## src/rtl/piso_serializer_pkg.sv

```systemverilog
// Shared types and defaults for the parallel-in/serial-out serializer.
// The state encoding lives here so the top level and the sub-module use the same values.
package piso_serializer_pkg;

    typedef enum logic {
        ST_IDLE  = 1'b0,
        ST_SHIFT = 1'b1
    } state_e;

    localparam int DEFAULT_WIDTH = 8;

    // Width of the bit counter for a word of w bits.
    function automatic int cnt_width(input int w);
        return $clog2(w);
    endfunction

endpackage

```

## src/rtl/piso_serializer_if.sv

```systemverilog
// Load handshake and serial output bundle for piso_serializer.
// The master modport is the upstream driver and the slave modport is the serializer.
interface piso_serializer_if
    import piso_serializer_pkg::*;
#(
    parameter int WIDTH = DEFAULT_WIDTH
) ();

    logic             load_valid;
    logic             load_ready;
    logic [WIDTH-1:0] load_data;
    logic             shift_en;
    logic             sout;
    logic             sout_valid;
    logic             sout_last;
    logic             busy;

    modport master (
        output load_valid, load_data, shift_en,
        input  load_ready, sout, sout_valid, sout_last, busy
    );

    modport slave (
        input  load_valid, load_data, shift_en,
        output load_ready, sout, sout_valid, sout_last, busy
    );

endinterface

```

## src/rtl/piso_serializer_bit_counter.sv

```systemverilog
// Counts from 0 up to WIDTH-1 and saturates there. It provides clear, enable and a
// registered terminal-count flag, so sout_last comes straight from a flop.
module bit_counter
    import piso_serializer_pkg::*;
#(
    parameter int WIDTH = DEFAULT_WIDTH,
    parameter int CW    = cnt_width(WIDTH)
) (
    input  logic          clk,
    input  logic          reset_n,
    input  logic          clear,
    input  logic          en,
    output logic [CW-1:0] count,
    output logic          tc
);

    localparam logic [CW-1:0] LAST = CW'(WIDTH - 1);

    logic [CW-1:0] count_q, count_d;
    logic          tc_q, tc_d;

    always_comb begin
        count_d = count_q;
        if (clear) begin
            count_d = '0;
        end else if (en && (count_q != LAST)) begin
            count_d = count_q + 1'b1;
        end
        tc_d = (count_d == LAST);
    end

    always_ff @(posedge clk or negedge reset_n) begin
        if (!reset_n) begin
            count_q <= '0;
            tc_q    <= 1'b0;
        end else begin
            count_q <= count_d;
            tc_q    <= tc_d;
        end
    end

    assign count = count_q;
    assign tc    = tc_q;

endmodule

```

## src/rtl/piso_serializer.sv

```systemverilog
// Parallel-in/serial-out shifter. It takes a WIDTH-bit word over a valid/ready load
// and sends it one bit per shift_en cycle, with no gap between back-to-back words.
module piso_serializer
    import piso_serializer_pkg::*;
#(
    parameter int WIDTH     = DEFAULT_WIDTH,
    parameter bit MSB_FIRST = 1'b1
) (
    input logic               clk,
    input logic               reset_n,
    piso_serializer_if.slave  bus
);

    localparam int CW = cnt_width(WIDTH);

    state_e           state_q, state_d;
    logic [WIDTH-1:0] sreg_q, sreg_d;
    logic [WIDTH-1:0] sreg_shifted;
    logic [CW-1:0]    count;
    logic             cnt_tc;
    logic             cnt_clear;
    logic             cnt_en;
    logic             ready_int;
    logic             sout_bit;

    // The output end of the shift register depends on the bit order.
    generate
        if (MSB_FIRST) begin : g_msb
            assign sreg_shifted = {sreg_q[WIDTH-2:0], 1'b0};
            assign sout_bit     = sreg_q[WIDTH-1];
        end else begin : g_lsb
            assign sreg_shifted = {1'b0, sreg_q[WIDTH-1:1]};
            assign sout_bit     = sreg_q[0];
        end
    endgenerate

    bit_counter #(
        .WIDTH (WIDTH),
        .CW    (CW)
    ) u_bit_counter (
        .clk     (clk),
        .reset_n (reset_n),
        .clear   (cnt_clear),
        .en      (cnt_en),
        .count   (count),
        .tc      (cnt_tc)
    );

    // A new word is accepted when the block is idle, or when the last bit is consumed.
    assign ready_int = (state_q == ST_IDLE) ||
                       ((state_q == ST_SHIFT) && cnt_tc && bus.shift_en);

    always_comb begin
        state_d   = state_q;
        sreg_d    = sreg_q;
        cnt_clear = 1'b0;
        cnt_en    = 1'b0;
        case (state_q)
            ST_IDLE: begin
                cnt_clear = 1'b1;
                if (bus.load_valid) begin
                    sreg_d  = bus.load_data;
                    state_d = ST_SHIFT;
                end
            end
            ST_SHIFT: begin
                if (bus.shift_en) begin
                    if (!cnt_tc) begin
                        sreg_d = sreg_shifted;
                        cnt_en = 1'b1;
                    end else begin
                        cnt_clear = 1'b1;
                        if (bus.load_valid) begin
                            sreg_d = bus.load_data;
                        end else begin
                            // Clearing the register keeps sout at 0 while idle.
                            sreg_d  = '0;
                            state_d = ST_IDLE;
                        end
                    end
                end
            end
            default: begin
                state_d = ST_IDLE;
                sreg_d  = '0;
            end
        endcase
    end

    always_ff @(posedge clk or negedge reset_n) begin
        if (!reset_n) begin
            state_q <= ST_IDLE;
            sreg_q  <= '0;
        end else begin
            state_q <= state_d;
            sreg_q  <= sreg_d;
        end
    end

    assign bus.load_ready = reset_n && ready_int;
    assign bus.sout       = sout_bit;
    assign bus.sout_valid = (state_q == ST_SHIFT);
    assign bus.busy       = (state_q == ST_SHIFT);
    assign bus.sout_last  = cnt_tc;

    logic unused_count;
    assign unused_count = ^count;

endmodule

```

## src/flat_wrapper.sv

```systemverilog
// flat-port wrapper written by rule: the top's interface ports become plain ports
module piso_serializer_flat import piso_serializer_pkg::*;
#(
    parameter int WIDTH     = DEFAULT_WIDTH,
    parameter bit MSB_FIRST = 1'b1
)
  (clk, reset_n, bus_load_valid, bus_load_data, bus_shift_en, bus_load_ready, bus_sout, bus_sout_valid, bus_sout_last, bus_busy);
  piso_serializer_if #(.WIDTH(WIDTH)) bus_i ();
  input logic clk;
  input logic reset_n;
  input wire logic [$bits(bus_i.load_valid)-1:0] bus_load_valid;
  input wire logic [$bits(bus_i.load_data)-1:0] bus_load_data;
  input wire logic [$bits(bus_i.shift_en)-1:0] bus_shift_en;
  output wire logic [$bits(bus_i.load_ready)-1:0] bus_load_ready;
  output wire logic [$bits(bus_i.sout)-1:0] bus_sout;
  output wire logic [$bits(bus_i.sout_valid)-1:0] bus_sout_valid;
  output wire logic [$bits(bus_i.sout_last)-1:0] bus_sout_last;
  output wire logic [$bits(bus_i.busy)-1:0] bus_busy;
  assign bus_i.load_valid = bus_load_valid;
  assign bus_i.load_data = bus_load_data;
  assign bus_i.shift_en = bus_shift_en;
  assign bus_load_ready = bus_i.load_ready;
  assign bus_sout = bus_i.sout;
  assign bus_sout_valid = bus_i.sout_valid;
  assign bus_sout_last = bus_i.sout_last;
  assign bus_busy = bus_i.busy;
  piso_serializer #(.WIDTH(WIDTH), .MSB_FIRST(MSB_FIRST)) u_core (.clk(clk), .reset_n(reset_n), .bus(bus_i));
endmodule
```

## config.mk

```make
export PLATFORM = sky130hd
export DESIGN_NAME = piso_serializer_flat
export DESIGN_NICKNAME = d
export VERILOG_FILES = /design/src/rtl/piso_serializer_pkg.sv /design/src/rtl/piso_serializer_if.sv /design/src/rtl/piso_serializer_bit_counter.sv /design/src/rtl/piso_serializer.sv /design/src/flat_wrapper.sv
export SDC_FILE = /design/constraint.sdc
export NUM_CORES = 1
export LEC_CHECK = 0
export CAP_MARGIN = 10
export CELL_PAD_IN_SITES_DETAIL_PLACEMENT = 1
export CELL_PAD_IN_SITES_GLOBAL_PLACEMENT = 1
export CORE_AREA = 2 2 42 53
export CTS_BUF_LIST = sky130_fd_sc_hd__clkbuf_4 sky130_fd_sc_hd__clkbuf_8
export DETAILED_ROUTE_END_ITERATION = 12
export DIE_AREA = 0 0 44 55
export PLACE_DENSITY = 0.84
export SLEW_MARGIN = 20
export SYNTH_ARGS = -nofsm -noshare
export SYNTH_HDL_FRONTEND = slang
export SYNTH_SLANG_ARGS = --single-unit
```

## constraint.sdc

```tcl
create_clock -name clk -period 1.6 [get_ports clk]
set_input_delay 0.16 -clock clk [delete_from_list [all_inputs] [get_ports clk]]
set_output_delay 0.16 -clock clk [all_outputs]
set_load 0.01 [all_outputs]
```

==> metrics.md, run 1 <==
| Metric | Value |
|---|---|
| Cts bufs inserted | `3` |
| Final-report setup violation count | `0` |
| WP data arrival | `1690 ps` |
| Netlist Area Pre-Place | `a little under 700 um2` |
| Post-synthesis mux area share | `under 10%` |
| Routability cong. | `between 0.7 and 0.8` |
| Final core utilization | `47.7%` |
| Cells along the critical path | `ha_1 > ha_1 > and4bb_4 > nand3b_1 > o21ai_0` |
| P_sw | `0.467 mW` |
| Total gr overflow | `0` |
| 1st-pass router iterations | `2` |
| Kind of path behind the tightest hold check | `in -> async` |
| # placed instances | `102` |
| Post-DR wirelength/cell | `15.9 um` |
| Total power draw | `1.34 mW` |
| Area delta synth->final | `32.9%` |
| Ys flop type | `dfrtp_1` |
| Yosys top cell by area | `dfrtp_1` |
| Synth Register Bits | `13` |
| Die Span X | `between 40 and 50 um` |
| # fillers | `223` |
| Mapped Avg Cell Area | `10.9 um2` |
| Clk buf depth | `2` |
| Non-filler instance count after layout | `between 100 and 150` |
| Adder-cell share of the synthesized area | `3.60%` |
| WP data required | `1770 ps` |
| Mapped Nets | `78` |
| Setup TNS | `0 ps` |
| Core area | `about 1900 um2` |
| Crit path max fanout | `6` |
| Max Clk Rate | `roughly 660 MHz` |
| Peak VDD IR | `0.462 mV` |
| Outcome | `finished, final reports clean` |
| Final wirelength | `1700 um` |
| DRT antenna net count | `0` |
| Net count reported at finish | `slightly above 100` |
| Number of flops mapped to enable cells by yosys | `0` |
| Dpl hpwl | `1260 um` |
| Simple-Gate Fraction of Synth Area | `19.1%` |
| Cell Int Power | `0.877 mW` |
| Row count | `18` |
| Max_cap viols | `0` |
| Worst Max-Slew Pin Slew | `229 ps` |
| Clock root buffer | `clkbuf_4` |
| Post-synthesis sequential area ratio | `46.8%` |
| Ant. Diodes | `0` |
| Initial Util | `35.9%` |
| Worst path bufs/invs | `0` |
| Synth top cells by count | `dfrtp_1 (13), nand2_1 (12), o21ai_0 (9)` |
| Pwr dens | `1450 nW/um2` |
| I/O Pins | `17` |
| Worst path slowest cell | `dfrtp_1` |
| Clock network fraction of design power | `16.9%` |
| Hold Vio Cnt, Final | `0` |
| Reg clk slew, reported paths | `80 ps` |
| Die area | `between 2000 and 2500 um2` |
| Remaining DRCs | `0` |
| CP peak stage delay | `just over 400 ps` |
| RSZ-0062 raised after global routing | `no` |
| Compound-gate portion of the synthesized area | `22.1%` |
| Drt via density | `5.34` |
| Total of warnings raised by yosys | `0` |
| Most frequent CP cell | `ha_1` |
| Vias | `571` |
| Final Critical Period | `around 1500 ps` |
| Layout cells sized above 1 | `roughly 22%` |
| IO buf count | `16` |
| Vias in the first global route | `642` |
| Total GRT Usage | `16.0%` |
| Die H | `55 um` |
| Most common cell in the synthesized netlist | `dfrtp_1` |
| CTS tree | `yes` |
| Crit. End Element | `register` |
| H-tree lvl count | `1` |
| Period Utilization, post-route | `95.3%` |
| Synth Instances | `64` |
| Area contributors post-synth | `dfrtp_1 (47%), a22oi_1 (7.6%), o21ai_0 (6.5%)` |
| Post-Synth XOR/XNOR Area | `0%` |
| Seq pwr share | `37.8%` |
| Largest family of logic cells by synthesized area | `compound AO/OA/AOI/OAI gates` |
| First-pass GRT wire length | `2740 um` |
| Initial drt markers | `5` |
| Clock latency on the worst-skew pair | `roughly 280 ps` |
| Sw frac | `34.8%` |
| Slew HR | `84.7%` |
| Final slew viol count | `0` |
| Critical path launch point type | `register` |
| P_leak | `0.414 nW` |
| Total clock sinks | `13` |
| Comb power frac | `45.3%` |
| Initial antenna violation count | `0` |
| Post-synth top area share | `a little under half` |
| Delay-heaviest family, CP | `simple AND/OR/NAND/NOR gates` |
| Pin count of the biggest net entering global routing | `17` |
| Post-synth ARST share | `100%` |
| Distinct cell type count after synthesis | `22` |
| Critical path type | `reg -> reg` |
| Clock Skews | `0.654 ps` |
## sequential cells by signal, indices dropped and copies added (netlist names)
name and count:
u_core.sreg_q 8, u_core.u_bit_counter.count 3, u_core.bus.busy 1, u_core.u_bit_counter.tc 1
## worst paths after layout
path                                                     from                             to  slack (ps)  depth (start not counted)
worst max-delay path            u_core.u_bit_counter.count[0]  u_core.u_bit_counter.count[0]          80                          5
worst min-delay path                                  reset_n                u_core.bus.busy         220                          2
worst max register to register  u_core.u_bit_counter.count[0]  u_core.u_bit_counter.count[0]          80                          5
worst min register to register               u_core.sreg_q[3]               u_core.sreg_q[3]         490                          2
max in group asynchronous                             reset_n               u_core.sreg_q[2]        1220                          2
min in group clk                             bus_load_data[0]               u_core.sreg_q[0]         440                          3
## what timing repair did
item,in CTS,in global routing
endpoints found under the setup margin,1,2
resized for setup,1,1
buffers inserted,0,1
pin swaps,0,1
hold buffers,0,0
## per-stage QoR
stage | hold WS [ps] | worst slack [ps] | cell area, um2
floorplan | -136 | 203 | 696
global placement | 461 | 15.9 | 885
detailed placement | 471 | 11.6 | 885
CTS | 223 | 0.181 | 913
global route | 222 | 13.1 | 925
finish | 221 | 75.6 | 925
## final cells by class
class	count	area, um2	share of cell area [%]
clock buffers	4	30.0	3.25
well taps	20	25.0	2.71
repair buffers	23	211	22.9
multi-input cells	46	329	35.6
inverters	1	3.75	0.406
flip-flops and latches	13	325	35.2
## layer usage
layer / track usage (%) / vias up / wire length, um
met5: 0 / - / 0
met4: 11.1 / 0 / 53
met3: 3.25 / 7 / 48
met2: 28.2 / 16 / 917
met1: 17.1 / 274 / 682
li1: - / 274 / -
## layout by cell type (no fill, tap or decap), types with 2 or more instances in the layout
cell type        count
nand2_1             12
buf_4                7
clkbuf_4             4
a22oi_1              7
nand3b_1             3
ha_1                 2
dfrtp_1             13
o21ai_0              9
clkdlybuf4s50_1     15
## worst reg2reg max path: cells and delay by family (launching register included)
| kind | cells | cell delay (ps) |
|---|---|---|
| flip-flops | 1 | 410 |
| AO/OA/AOI/OAI | 1 | 90 |
| AND/OR/NAND/NOR | 2 | 480 |
| adder cells (fa/ha/maj) | 2 | 440 |
## logic make-up (layout without fill, tap and decap cells)
family	after synthesis	in the layout
simple gates	22	22
compound gates	21	21
flops	13	13
buf+inv	5	28
fa+ha+maj	2	2
mux	1	1
## power by group through the flow
| stage | clock [mW] | sequential (mW) | combinational [mW] |
|---|---|---|---|
| final | 0.228 | 0.508 | 0.609 |
| after global routing | 0.247 | 0.519 | 0.675 |
| after CTS | 0.233 | 0.515 | 0.584 |
| after detailed placement | 0 | 0.520 | 0.579 |
| after global placement | 0 | 0.510 | 0.540 |
| after floorplan | 0 | 0.518 | 0.394 |
No activity file was read; power rests on OpenSTA's default activity.
==> run 2: changes to the inputs <==
CORE_AREA = 2 2 49 62   (was 2 2 42 53)
DIE_AREA = 0 0 51 64   (was 0 0 44 55)
PLACE_DENSITY = 0.64   (was 0.84)
SYNTH_HIERARCHICAL = 1   (was default)
==> run 2 against run 1 <==
Compared with the run above: die area rose by 35%; wire length fell by 10%; worst setup slack improved by 16 ps; cell count rose by 11%; register-to-register slack improved by 20 ps; critical endpoint is now u_core/u_bit_counter/tc; largest cell class is now flip-flops and latches.
==> metrics.md, run 2 <==
| Metric | Value |
|---|---|
| Worst path slowest cell | `dfrtp_1` |
| Final instance area | `897 um2` |
| Remaining DRCs | `0` |
| Post-DR wirelength/cell | `about 13 um` |
| Max FFs per register | `8` |
| Final Critical Period | `1510 ps` |
| Simple-Gate Fraction of Synth Area | `between 10% and 20%` |
| Total gr overflow | `0` |
| Post-synth top area share | `50.2%` |
| Vias | `527` |
| Synth Instances | `63` |
| Vias in the first global route | `~570` |
| Setup TNS | `0 ps` |
| Largest register by flop count | `u_core/sreg_q` |
| Die area | `3260 um2` |
| R2R Setup Slk | `90 ps` |
| Reg clk slew, reported paths | `80 ps` |
| Most frequent cells in the layout | `clkdlybuf4s50_1 (15), dfrtp_1 (12), nor2_1 (10)` |
| Total of warnings raised by yosys | `6` |
| CTS tree | `yes` |
| Row count | `21` |
| Mapped Avg Cell Area | `roughly 10 um2` |
| P_leak | `between 0.4 and 0.5 nW` |
| Initial Util | `24.4%` |
| Synth Register Bits | `13` |
| Pwr dens | `1710 nW/um2` |
| Net count reported at finish | `100` |
| H-tree lvl count | `1` |
| Clock Skews | `4.27 ps` |
| Pin count of the biggest net entering global routing | `17` |
| CP peak stage delay | `420 ps` |
| Non-filler instance count after layout | `119` |
| Kind of path behind the tightest hold check | `in -> async` |
| Initial antenna violation count | `0` |
| Final core utilization | `between 30% and 40%` |
| Final-report setup violation count | `0` |
| Critical path type | `reg -> reg` |
| Slew HR | `82.7%` |
| Drt via density | `around 4.4` |
| Area contributors post-synth | `dfrtp_1 (50%), a22oi_1 (8.1%), a21oi_1 (6.2%)` |
| Placed cell area | `between 800 and 900 um2` |
| Routability cong. | `0.811` |
| Hold buffer count at CTS | `0` |
| Crit. End Element | `register` |
| Commonest non-fill, non-tap cell in the layout | `clkdlybuf4s50_1` |
| # fillers | `306` |
| WP data required | `about 1800 ps` |
| WP data arrival | `1720 ps` |
| Distinct cell type count after synthesis | `21` |
| Largest family of logic cells by synthesized area | `compound AO/OA/AOI/OAI gates` |
| Die H | `about 64 um` |
| Post-synthesis mux area share | `5.41%` |
| Hold Vio Cnt, Final | `0` |
| Layout cells sized above 1 | `between 10% and 20%` |
| Peak VDD IR | `0.598 mV` |
| Mapped Nets | `77` |
| Clock root buffer | `clkbuf_4` |
| Worst setup endpoint | `u_core/u_bit_counter/tc` |
| DRT antenna net count | `0` |
| Cells along the critical path | `ha_1 > ha_1 > nand2b_1 > or3_1 > a21oi_2` |
| 1st-pass router iterations | `4` |
| Worst reg2reg startpoint | `u_core/u_bit_counter/count[0]` |
| Final WS setup | `92.0 ps` |
| Post-Synth XOR/XNOR Area | `1.35%` |
| Clock latency on the worst-skew pair | `280 ps` |
| Netlist Area Pre-Place | `648 um2` |
| Cts bufs inserted | `3` |
| Max Clk Rate | `663 MHz` |
| Die Span X | `51 um` |
| Outcome | `finished, final reports clean` |
| CP Launch Point | `u_core/u_bit_counter/count[0]` |
| Ys flop type | `dfrtp_1` |
| Synth top cells by count | `dfrtp_1 (13), nor2_1 (10), a21oi_1 (8)` |
| Crit path max fanout | `4` |
| Ant. Diodes | `0` |
| Worst reg2reg path depth | `5` |
| Compound-gate portion of the synthesized area | `approximately 17%` |
| Final wirelength | `1530 um` |
| Period Utilization, post-route | `between 90% and 100%` |
| Clk buf depth | `2` |
| Post-synthesis sequential area ratio | `~50%` |
| # placed instances | `113` |
| Post-synth ARST share | `100%` |
| Initial drt markers | `15` |
| Place WS | `~14 ps` |
| Most frequent CP cell | `ha_1` |
| Reg-to-Reg End | `u_core/u_bit_counter/tc` |
| I/O Pins | `17` |
| Adder-cell share of the synthesized area | `~3.9%` |
| Total clock sinks | `13` |
| Yosys top cell by area | `dfrtp_1` |
| Final slew viol count | `0` |
| Worst Max-Slew Pin Slew | `about 260 ps` |
| First-pass GRT wire length | `~2600 um` |
| Max_cap viols | `0` |
| Number of flops mapped to enable cells by yosys | `0` |
| Critical path launch point type | `register` |
| Total GRT Usage | `10.5%` |
| Most common cell in the synthesized netlist | `dfrtp_1` |
| RSZ-0062 raised after global routing | `no` |
| Dpl hpwl | `1120 um` |
| Core area | `2650 um2` |
| Area delta synth->final | `38.4%` |
| IO buf count | `16` |
==> run 2: kinds of logic (layout without fill, tap and decap cells) <==
| family | Yosys count | in the layout |
|---|---|---|
| simple gates | 21 | 21 |
| mux | 3 | 3 |
| buf+inv | 6 | 28 |
| flops | 13 | 13 |
| xor+xnor | 1 | 1 |
| fa+ha+maj | 2 | 2 |
| compound gates | 17 | 17 |
==> run 2: worst min path at each step <==
stage               slack, ps               end        startpoint  cells past startpoint
global route              280  u_core/sreg_q[0]           reset_n                      2
floorplan                -140   u_core/bus.busy           reset_n                      0
global placement          510  u_core/sreg_q[1]  u_core/sreg_q[1]                      2
detailed placement        520  u_core/sreg_q[3]  u_core/sreg_q[3]                      2
finish                    290  u_core/sreg_q[0]           reset_n                      2
CTS                       270  u_core/sreg_q[0]           reset_n                      2
==> run 2: per-stage QoR <==
| step | power [mW] | hold WS (ps) |
|---|---|---|
| after global placement | 1.27 | 515 |
| final | 1.54 | 288 |
| after CTS | 1.56 | 273 |
| after floorplan | 1.07 | -136 |
| after detailed placement | 1.31 | 523 |
| after global routing | 1.69 | 284 |
==> run 2: layer usage <==
layer | global-route usage (%) | share of wire (%)
met3 | 2.57 | 5.0
met4 | 5.07 | 1.1
met1 | 13.4 | 46
met5 | 0 | 0
met2 | 16.2 | 47
==> run 2: what timing repair did <==
action,in CTS,in global routing
hold endpoints to repair,0,0
setup buffers,2,0
setup endpoints to repair,1,1
gates cloned,0,0
resized for setup,2,1
==> run 2: layout make-up <==
class	count	area [um2]	share of cell area, %
flip-flops and latches	13	327	36.4
well taps	34	42.5	4.74
clock buffers	4	30.0	3.35
repair buffers	23	211	23.6
inverters	1	3.75	0.418
multi-input cells	44	283	31.5
==> run 2: worst max-delay path, delay by kind of cell, from the launching register on <==
kind	cells	cell delay, ps
AOI/OAI and AO/OA	1	130
adders and majority gates	2	380
and+or+nand+nor	2	520
DFF	1	420
==> run 2: power breakdown <==
group	internal, mW	total (mW)	switching [mW]
Combinational	0.395	0.749	0.354
Clock	0.114	0.222	0.109
Sequential	0.476	0.566	0.0900
Total	0.985	1.54	0.553
==> run 3: changes to the inputs <==
CAP_MARGIN = default   (was 10)
==> results of run 3 <==
Final layout, timing and power as in run 2 (identical DEF).
